--- src/rtl/proto_pkg.sv ---
// Shared types and constants for the protocol sequencer and its buffers.
package proto_pkg;

    localparam int unsigned DATA_W = 4;

    localparam logic RW_WRITE = 1'b1;
    localparam logic RW_READ  = 1'b0;

    typedef enum logic [1:0] {
        ST_IDLE    = 2'd0,
        ST_ISSUE   = 2'd1,
        ST_WAIT    = 2'd2,
        ST_CAPTURE = 2'd3
    } seq_state_e;

    // Command buffer entry: direction plus write data.
    typedef struct packed {
        logic              rw;
        logic [DATA_W-1:0] data;
    } cmd_t;

    localparam int unsigned CMD_W = $bits(cmd_t);

endpackage

--- src/rtl/sync_fifo.sv ---
// Single-clock FIFO with extra-bit pointers; head entry is visible combinationally.
module sync_fifo #(
    parameter int unsigned WIDTH = 4,
    parameter int unsigned DEPTH = 4
) (
    input  logic                     clk,
    input  logic                     rst,
    input  logic                     wr_en,
    input  logic [WIDTH-1:0]         wr_data,
    input  logic                     rd_en,
    output logic [WIDTH-1:0]         rd_data,
    output logic                     empty,
    output logic [$clog2(DEPTH):0]   count
);

    localparam int unsigned AW = $clog2(DEPTH);

    logic [AW:0]      wr_ptr;
    logic [AW:0]      rd_ptr;
    logic [WIDTH-1:0] mem [DEPTH];
    logic             full;
    logic             do_wr;
    logic             do_rd;

    assign full    = (wr_ptr[AW] != rd_ptr[AW]) && (wr_ptr[AW-1:0] == rd_ptr[AW-1:0]);
    assign empty   = (wr_ptr == rd_ptr);
    assign count   = wr_ptr - rd_ptr;
    assign rd_data = mem[rd_ptr[AW-1:0]];

    // A write into a full FIFO is allowed when the head leaves in the same cycle.
    assign do_rd = rd_en && !empty;
    assign do_wr = wr_en && (!full || do_rd);

    always_ff @(posedge clk or negedge rst) begin
        if (!rst) begin
            wr_ptr <= '0;
            rd_ptr <= '0;
            mem    <= '{default: '0};
        end else begin
            if (do_wr) begin
                mem[wr_ptr[AW-1:0]] <= wr_data;
                wr_ptr              <= wr_ptr + (AW+1)'(1);
            end
            if (do_rd) begin
                rd_ptr <= rd_ptr + (AW+1)'(1);
            end
        end
    end

endmodule

--- src/rtl/proto_sequencer.sv ---
// Queues read/write commands, issues them one at a time to the master/slave top
// with a fixed transfer window, and buffers returned read data in command order.
module proto_sequencer
    import proto_pkg::*;
#(
    parameter int unsigned DEPTH       = 4,
    parameter int unsigned XFER_CYCLES = 8
) (
    input  logic                     clk,
    input  logic                     rst,
    input  logic                     cmd_valid,
    output logic                     cmd_ready,
    input  logic                     cmd_rw,
    input  logic [DATA_W-1:0]        cmd_data,
    output logic                     start,
    output logic                     rw_out,
    output logic [DATA_W-1:0]        m_data_out,
    input  logic [DATA_W-1:0]        m_rcvd_data,
    output logic                     rsp_valid,
    input  logic                     rsp_ready,
    output logic [DATA_W-1:0]        rsp_data,
    output logic                     busy,
    output logic [$clog2(DEPTH):0]   cmd_count
);

    localparam int unsigned CW    = $clog2(DEPTH) + 1;
    localparam int unsigned CNT_W = $clog2(XFER_CYCLES);

    seq_state_e       state;
    logic [CNT_W-1:0] cnt;

    cmd_t             cmd_in;
    cmd_t             cmd_head;
    logic             cmd_empty;
    logic             cmd_push;
    logic             cmd_pop;

    logic             rsp_empty;
    logic [CW-1:0]    rsp_count;
    logic             rsp_full;
    logic             rsp_push;
    logic             rsp_pop;

    assign cmd_in    = '{rw: cmd_rw, data: cmd_data};
    assign cmd_ready = (cmd_count != CW'(DEPTH));
    assign cmd_push  = cmd_valid && cmd_ready;
    assign cmd_pop   = (state == ST_IDLE) && !cmd_empty;

    assign rsp_valid = !rsp_empty;
    assign rsp_pop   = rsp_ready && rsp_valid;
    assign rsp_full  = (rsp_count == CW'(DEPTH));
    // Read capture waits until the response buffer has (or is freeing) a slot.
    assign rsp_push  = (state == ST_CAPTURE) && (rw_out == RW_READ) && (!rsp_full || rsp_pop);

    sync_fifo #(
        .WIDTH (CMD_W),
        .DEPTH (DEPTH)
    ) u_cmd_fifo (
        .clk     (clk),
        .rst     (rst),
        .wr_en   (cmd_push),
        .wr_data (cmd_in),
        .rd_en   (cmd_pop),
        .rd_data (cmd_head),
        .empty   (cmd_empty),
        .count   (cmd_count)
    );

    sync_fifo #(
        .WIDTH (DATA_W),
        .DEPTH (DEPTH)
    ) u_rsp_fifo (
        .clk     (clk),
        .rst     (rst),
        .wr_en   (rsp_push),
        .wr_data (m_rcvd_data),
        .rd_en   (rsp_pop),
        .rd_data (rsp_data),
        .empty   (rsp_empty),
        .count   (rsp_count)
    );

    // Transfer sequencing; start/busy/rw_out/m_data_out are all registered here.
    always_ff @(posedge clk or negedge rst) begin
        if (!rst) begin
            state      <= ST_IDLE;
            cnt        <= '0;
            start      <= 1'b0;
            busy       <= 1'b0;
            rw_out     <= 1'b0;
            m_data_out <= '0;
        end else begin
            start <= 1'b0;
            case (state)
                ST_IDLE: begin
                    if (!cmd_empty) begin
                        state      <= ST_ISSUE;
                        start      <= 1'b1;
                        busy       <= 1'b1;
                        rw_out     <= cmd_head.rw;
                        m_data_out <= cmd_head.data;
                    end
                end
                ST_ISSUE: begin
                    cnt <= CNT_W'(XFER_CYCLES - 2);
                    if (XFER_CYCLES > 2) begin
                        state <= ST_WAIT;
                    end else begin
                        state <= ST_CAPTURE;
                    end
                end
                ST_WAIT: begin
                    cnt <= cnt - CNT_W'(1);
                    if (cnt <= CNT_W'(1)) begin
                        state <= ST_CAPTURE;
                    end
                end
                ST_CAPTURE: begin
                    if ((rw_out == RW_WRITE) || rsp_push) begin
                        state <= ST_IDLE;
                        busy  <= 1'b0;
                    end
                end
                default: begin
                    state <= ST_IDLE;
                    busy  <= 1'b0;
                end
            endcase
        end
    end

endmodule

--- config.mk ---
export PLATFORM = sky130hd
export DESIGN_NAME = proto_sequencer
export DESIGN_NICKNAME = d
export VERILOG_FILES = /design/src/rtl/proto_pkg.sv /design/src/rtl/sync_fifo.sv /design/src/rtl/proto_sequencer.sv
export SDC_FILE = /design/constraint.sdc
export NUM_CORES = 1
export LEC_CHECK = 0
export ABC_CLOCK_PERIOD_IN_PS = 2300
export CAP_MARGIN = 20
export CORE_ASPECT_RATIO = 1.2
export CORE_MARGIN = 3
export CORE_UTILIZATION = 57
export DETAILED_ROUTE_END_ITERATION = 8
export PLACE_DENSITY = 0.89
export SLEW_MARGIN = 5
export SYNTH_ARGS = -nofsm -noshare
export SYNTH_HDL_FRONTEND = slang
export SYNTH_SLANG_ARGS = --single-unit
--- constraint.sdc ---
create_clock -name clk -period 2.3 [get_ports clk]
set_input_delay 0.46 -clock clk [delete_from_list [all_inputs] [get_ports clk]]
set_output_delay 0.46 -clock clk [all_outputs]
set_load 0.02 [all_outputs]
[Yosys cells after proc, flatten, opt, wreduce, memory -nomap -nowiden]
Index checks and enable logic that the tools add are counted.
Operators by class
  reductions and logical operators: 28
  $add $sub $neg: 7
  bitwise operators: 6
  magnitude comparators: 7
  muxes and demuxes: 22
  eq/ne operators: 14
Operator list (number)
  $bwmux W20: 1
  $bwmux W16: 1
  $mux W5: 3
  $logic_and A1 B1 Y1: 13
  $add A3 B1 Y3 const B: 4
  $ge A3 B3 Y1 const B: 4
  $mux W4: 3
  $not A2 Y3: 4
  $bmux W5 S2: 1
  $demux W5 S2: 1
  $bmux W4 S2: 1
  $demux W4 S2: 1
  $pmux W2 S4: 1
  $eq A3 B3 Y1: 2
  $lt A3 B1 Y1 const B: 2
  $mux W2: 3
  $pmux W3 S2: 1
  $reduce_and A3 Y1: 2
  $sub A3 B3 Y3: 2
  $logic_not A1 Y1: 5
  $eq A2 B2 Y1: 2
  $eq A2 B2 Y1 const B: 2
  $logic_or A1 B1 Y1: 4
  $mux W1: 4
  13 further kinds: 17
Storage, ports and cells
  output and inout bits: 16
  flip-flop bits (word level): 60
  word-level logic and storage cells: 102

[Longest topological paths before layout]
  depth in word-level cells: 8
  gate-level depth with buffers: 9

[Hierarchy]
Synthesis repeated with hierarchy kept, for this count alone.
Unflattened totals
  cells, all modules: 230
  area, all modules: 3121.7 um^2
Modules (own cells, without submodules)
  sync_fifo (u_cmd_fifo): times used 1, area an instance 1365.1 um^2, seq. area each 650.6 um^2, cells each 92
  sync_fifo (u_rsp_fifo): times used 1, area an instance 1139.8 um^2, seq. area each 550.5 um^2, cells each 83
  proto_sequencer: times used 1, area an instance 616.8 um^2, seq. area each 300.3 um^2, cells each 55

[Least setup slack after synthesis]
No wires, ideal clock.
  kind: reg2reg
  start: reg u_cmd_fifo.wr_ptr[0]
  end: reg u_cmd_fifo.mem[0] in the netlist's numbering
  library setup time: 125 ps
  slack: -97 ps
  arrival: 2272 ps
  data required time: 2175 ps
  stages on the path, launching flop included: 10
  buffers on the path: 1
  cells stage by stage: dfrtp_1 -> inv_1 -> ha_1 -> fa_1 -> xor3_1 -> nand3_2 -> o311a_2 -> buf_6 -> nand2_4 -> mux2_4
Between the ends
  elaborated cells on any way between the ends: 19
  classes of those cells: add/sub (1); order compare (2); eq/ne (3); mux (3); bitwise (1); reduce/logical (9)
RTL lines
  start, declared: RTL line sync_fifo.sv:18  | logic [AW:0] wr_ptr;
  start signal, assigned: RTL line sync_fifo.sv:42  | wr_ptr <= wr_ptr + (AW+1)'(1);
  $sub A3 B3 Y3: RTL line sync_fifo.sv:27  | assign count = wr_ptr - rd_ptr;
  via cmd_count[2]: RTL line proto_sequencer.sv:23  | output logic [$clog2(DEPTH):0] cmd_count
  $ne A3 B3 Y1: RTL line proto_sequencer.sv:45  | assign cmd_ready = (cmd_count != CW'(DEPTH));
  via cmd_ready: RTL line proto_sequencer.sv:12  | output logic cmd_ready,
  $logic_and A1 B1 Y1: RTL line proto_sequencer.sv:46  | assign cmd_push = cmd_valid && cmd_ready;
  $logic_and A1 B1 Y1: RTL line sync_fifo.sv:32  | assign do_wr = wr_en && (!full || do_rd);
  end signal, assigned by index: RTL line sync_fifo.sv:41  | mem[wr_ptr[AW-1:0]] <= wr_data;
  end, declared: RTL line sync_fifo.sv:20  | logic [WIDTH-1:0] mem [DEPTH];
The timed path passes the listed nets, and every way through them passes these cells.
A chain may end at the register's enable or synchronous reset.

[Final worst setup path]
  start: reg u_rsp_fifo.rd_ptr[0]
  end: reg u_rsp_fifo.mem[14] in the netlist's numbering
Between the ends
  longest elaborated chain between the ends: 6
  elaborated cells on any way between the ends: 14
  classes of those cells: add/sub (1); eq/ne (3); reduce/logical (10)
RTL lines
  start, declared: RTL line sync_fifo.sv:19  | logic [AW:0] rd_ptr;
  start signal, assigned: RTL line sync_fifo.sv:45  | rd_ptr <= rd_ptr + (AW+1)'(1);
  $sub A3 B3 Y3 / $eq A3 B3 Y1 (equally long branches): RTL line sync_fifo.sv:27, sync_fifo.sv:26
  $eq A3 B3 Y1 / $logic_not A1 Y1 (equally long branches): RTL line proto_sequencer.sv:51, sync_fifo.sv:31, proto_sequencer.sv:49
  $logic_not A1 Y1 / $logic_and A1 B1 Y1 (equally long branches): RTL line proto_sequencer.sv:53, proto_sequencer.sv:50
  $logic_or A1 B1 Y1 / $logic_and A1 B1 Y1 (equally long branches): RTL line proto_sequencer.sv:53, sync_fifo.sv:31
  $logic_and A1 B1 Y1 / $logic_or A1 B1 Y1 (equally long branches): RTL line proto_sequencer.sv:53, sync_fifo.sv:32
  $logic_and A1 B1 Y1 *: RTL line sync_fifo.sv:32
  end signal, assigned by index: RTL line sync_fifo.sv:41
  end, declared: RTL line sync_fifo.sv:20
Every way passes the cells marked *; elsewhere a longest branch is shown, timed or not.

==> impl_metrics.csv <==
group,metric,value,unit
cts,clock_latency,340,ps
logic_synthesis,synth_cells,222,
floorplan,core_area,5010,µm²
logic_synthesis,synthTopCellsByArea,"dfrtp_1 50%, mux2_4 10%, ha_1 7.9%, mux2_2 7.1%, mux4_2 6.7%",
logic_synthesis,synth_seq_area_share,0.498,
logic_synthesis,synth-seq-cells,60,
critical_path,crit_fanout,5,
floorplan,die_h,85.7,µm
final_layout,nets,304,
floorplan,initial_utilization,0.602,
cts,cts_buffer_depth,2,
logic_synthesis,synth_cell_types,32,
logic_synthesis,yosys-top-cells-count,"60 x dfrtp_1, 26 x nand2_1, 20 x mux2_4, 19 x ha_1, 19 x mux2_2",
floorplan,die_area,6200,µm²
sta,timing.hold.ws,111,ps
detailed_routing,first_iter_violations,142,
final_layout,drive_gt1_frac,0.362,
min_path,min_path_type,"primary input to asynchronous set/reset pin",
logic_synthesis,yosysTopAreaCell,"dfrtp_1",
placed_design,place.gp.congestion,0.776,
sta,setup-tns-final,0,ps
critical_path,cp.arrival,2470,ps
run_status,outcome,"finished clean",
logic_synthesis,yosysWarningCount,0,
placed_design,place_ws,-90.4,ps
logic_synthesis,synth_edf_count,0,
sta,fin_skew,9.30,ps
final_layout,num-fill-cells,321,
logic_synthesis,synth_ff_type,"dfrtp_1",
detailed_routing,drt-wirelength-per-cell,17.6,µm
final_layout,antenna_cells,0,
cts,numCtsBuffers,9,
critical_path,reg2reg_depth,7,
logic_synthesis,yosys.area.top_type_share,0.498,
cts,clkTransAtPathRegs,70,ps
critical_path,reg2reg_to,"u_rsp_fifo.mem[14]",
logic_synthesis,synth_nets,255,
critical_path,path_cells,"buf_4 -> ha_1 -> nand2b_1 -> and3_1 -> o211a_2 -> nor2_2 -> mux2_2",
final_layout,design_area,3720,µm²
detailed_routing,route.detailed.drc,0,
floorplan,die_w,72.4,µm
logic_synthesis,syn_area,3020,µm²
cts,cts_tree,"done",
logic_synthesis,syn_area_per_cell,13.6,µm²
critical_path,cpPeakStageDelay,470,ps
detailed_routing,dr_total_vias,1876,
sta,setup_viol,0,
floorplan,row_count,28,
grt,overflow,0,
cts,root_buffer,"clkbuf_8",
run,cap_violations,0,
grt,grt_max_degree,61,
sta,fmax,445,MHz
detailed_routing,viasPerCell,5.58,
critical_path,slowest_stage,"dfrtp_2",
grt,grt_pass1_vias,2045,
detailed_routing,dr.pass1.iters,4,
cts,numClockSinks,60,
sta,hold_viol_final,0,
detailed_routing,routed_wl,5920,µm
sta,period_minus_slack,2250,ps
final_layout,area_delta_synth_final,23.3,%
grt,grt_pass1_wl,9670,µm
detailed_routing,ant_nets,0,
grt,grt_use_total,0.207,
power,irDropWorstVdd,0.00111,V
sta,drv_slew,0,
sta,min_period_over_period,0.977,
sta,worst_pin_slew,368,ps
critical_path,r2r_start,"u_rsp_fifo.rd_ptr[0]",
placed_design,numPortBuffers,28,
critical_path,cp-end-kind,"register",
placed_design,dp_hpwl,4130,µm
sta,rsz0062_at_grt,"true",
placed_design,dpl_cell_area,3460,µm²
sta,slew_headroom,0.754,
critical_path,path_class,"register to register",
power,p_leak,1.73,nW
logic_synthesis,yosysMostFrequentCell,"dfrtp_1",
critical_path,worst_ep_required_time,2520,ps
power,p_per_area,1730,nW/µm²
critical_path,rrSetupSlack,50,ps
sta,fin_ws,52.1,ps
critical_path,cp-start-kind,"register",
floorplan,top_level_ports,29,
logic_synthesis,async_reset_ff_frac,1.00,
grt,antenna_found_initial,0,
cts,cts_hold_buf,0,
cts,cts_max_level,3,
## how the worst max path moves through the flow
stage | startpoint | endpoint
finish | u_rsp_fifo.rd_ptr[0] | u_rsp_fifo.mem[14]
floorplan | u_cmd_fifo.wr_ptr[0] | u_cmd_fifo.mem[0]
detailed placement | u_cmd_fifo.rd_ptr[0] | cmd_ready
global route | u_rsp_fifo.rd_ptr[0] | u_rsp_fifo.mem[14]
global placement | u_cmd_fifo.rd_ptr[0] | cmd_ready
CTS | u_cmd_fifo.rd_ptr[0] | cmd_ready
## metal layers
layer | GRT usage | part of all wire
met3 | 0.0399 | 0.034
met1 | 0.249 | 0.42
met4 | 0.107 | 0.027
met2 | 0.350 | 0.52
met5 | 0 | 0
## registers in the layout, indices dropped and copies added, names as in the netlist, 2 cells and up
signal and cells:
u_cmd_fifo.wr_ptr 3, u_rsp_fifo.rd_ptr 3, cnt 3, u_rsp_fifo.mem 16, u_cmd_fifo.rd_ptr 3, m_data_out 4, state 2, u_cmd_fifo.mem 20
u_rsp_fifo.wr_ptr 3
## repair_timing
| item | CTS | global route |
|---|---|---|
| endpoints found under the setup margin | 29 | 35 |
| pin swaps | 0 | 5 |
| resized for setup | 18 | 10 |
| setup buffers | 1 | 1 |
## worst max-delay path, delay by kind of cell (launching register included)
| family | cells | cell delay, ps |
|---|---|---|
| multiplexers | 1 | 380 |
| adder cells (fa/ha/maj) | 1 | 190 |
| buffers and inverters | 1 | 170 |
| AO/OA/AOI/OAI | 1 | 300 |
| flip-flops | 1 | 470 |
| AND/OR/NAND/NOR | 3 | 630 |
## stage by stage
stage	power [mW]	instances	utilization
after floorplan	4.30	222	-
after global placement	5.24	319	0.691
after detailed placement	5.42	319	0.691
after CTS	6.36	336	0.734
after global routing	6.85	336	0.743
final	6.43	336	0.743
## logic make-up (layout without fill, tap and decap cells)
| logic type | Yosys count | count (layout) | synth area share |
|---|---|---|---|
| compound gates | 14 | 14 | 0.0315 |
| xor+xnor | 11 | 11 | 0.0369 |
| fa+ha+maj | 20 | 20 | 0.0854 |
| buf+inv | 18 | 72 | 0.0249 |
| flops | 60 | 60 | 0.498 |
| mux | 48 | 48 | 0.238 |
| simple gates | 51 | 51 | 0.0859 |
## power breakdown
group,leakage [nW],switching (mW),internal (mW)
clock network,0.102,0.431,0.561
logic,0.918,1.67,1.80
registers,0.707,0.367,1.61
total,1.73,2.47,3.96
## layout by cell type (no fill, tap or decap), drive strengths merged, types with 3 or more instances in the layout
master	n
o21ai	5
dfrtp	60
mux2	39
ha	19
buf	17
nand3	6
clkdlybuf4s50	19
xnor2	9
nand2	30
inv	15
clkbuf	13
nor2	9
nand2b	3
dlygate4sd2	4
mux4	9
## area by class of cell
class / instances / area [µm²] / share of cell area
Sequential cell: 60 / 1500 / 0.404
Timing Repair Buffer: 42 / 370 / 0.0996
Inverter: 14 / 52.6 / 0.0141
Multi-Input combinational cell: 144 / 1510 / 0.406
Tap cell: 60 / 75.1 / 0.0202
Clock inverter: 5 / 58.8 / 0.0158
Clock buffer: 11 / 151 / 0.0407
No activity file was read; power rests on OpenSTA's default activity.
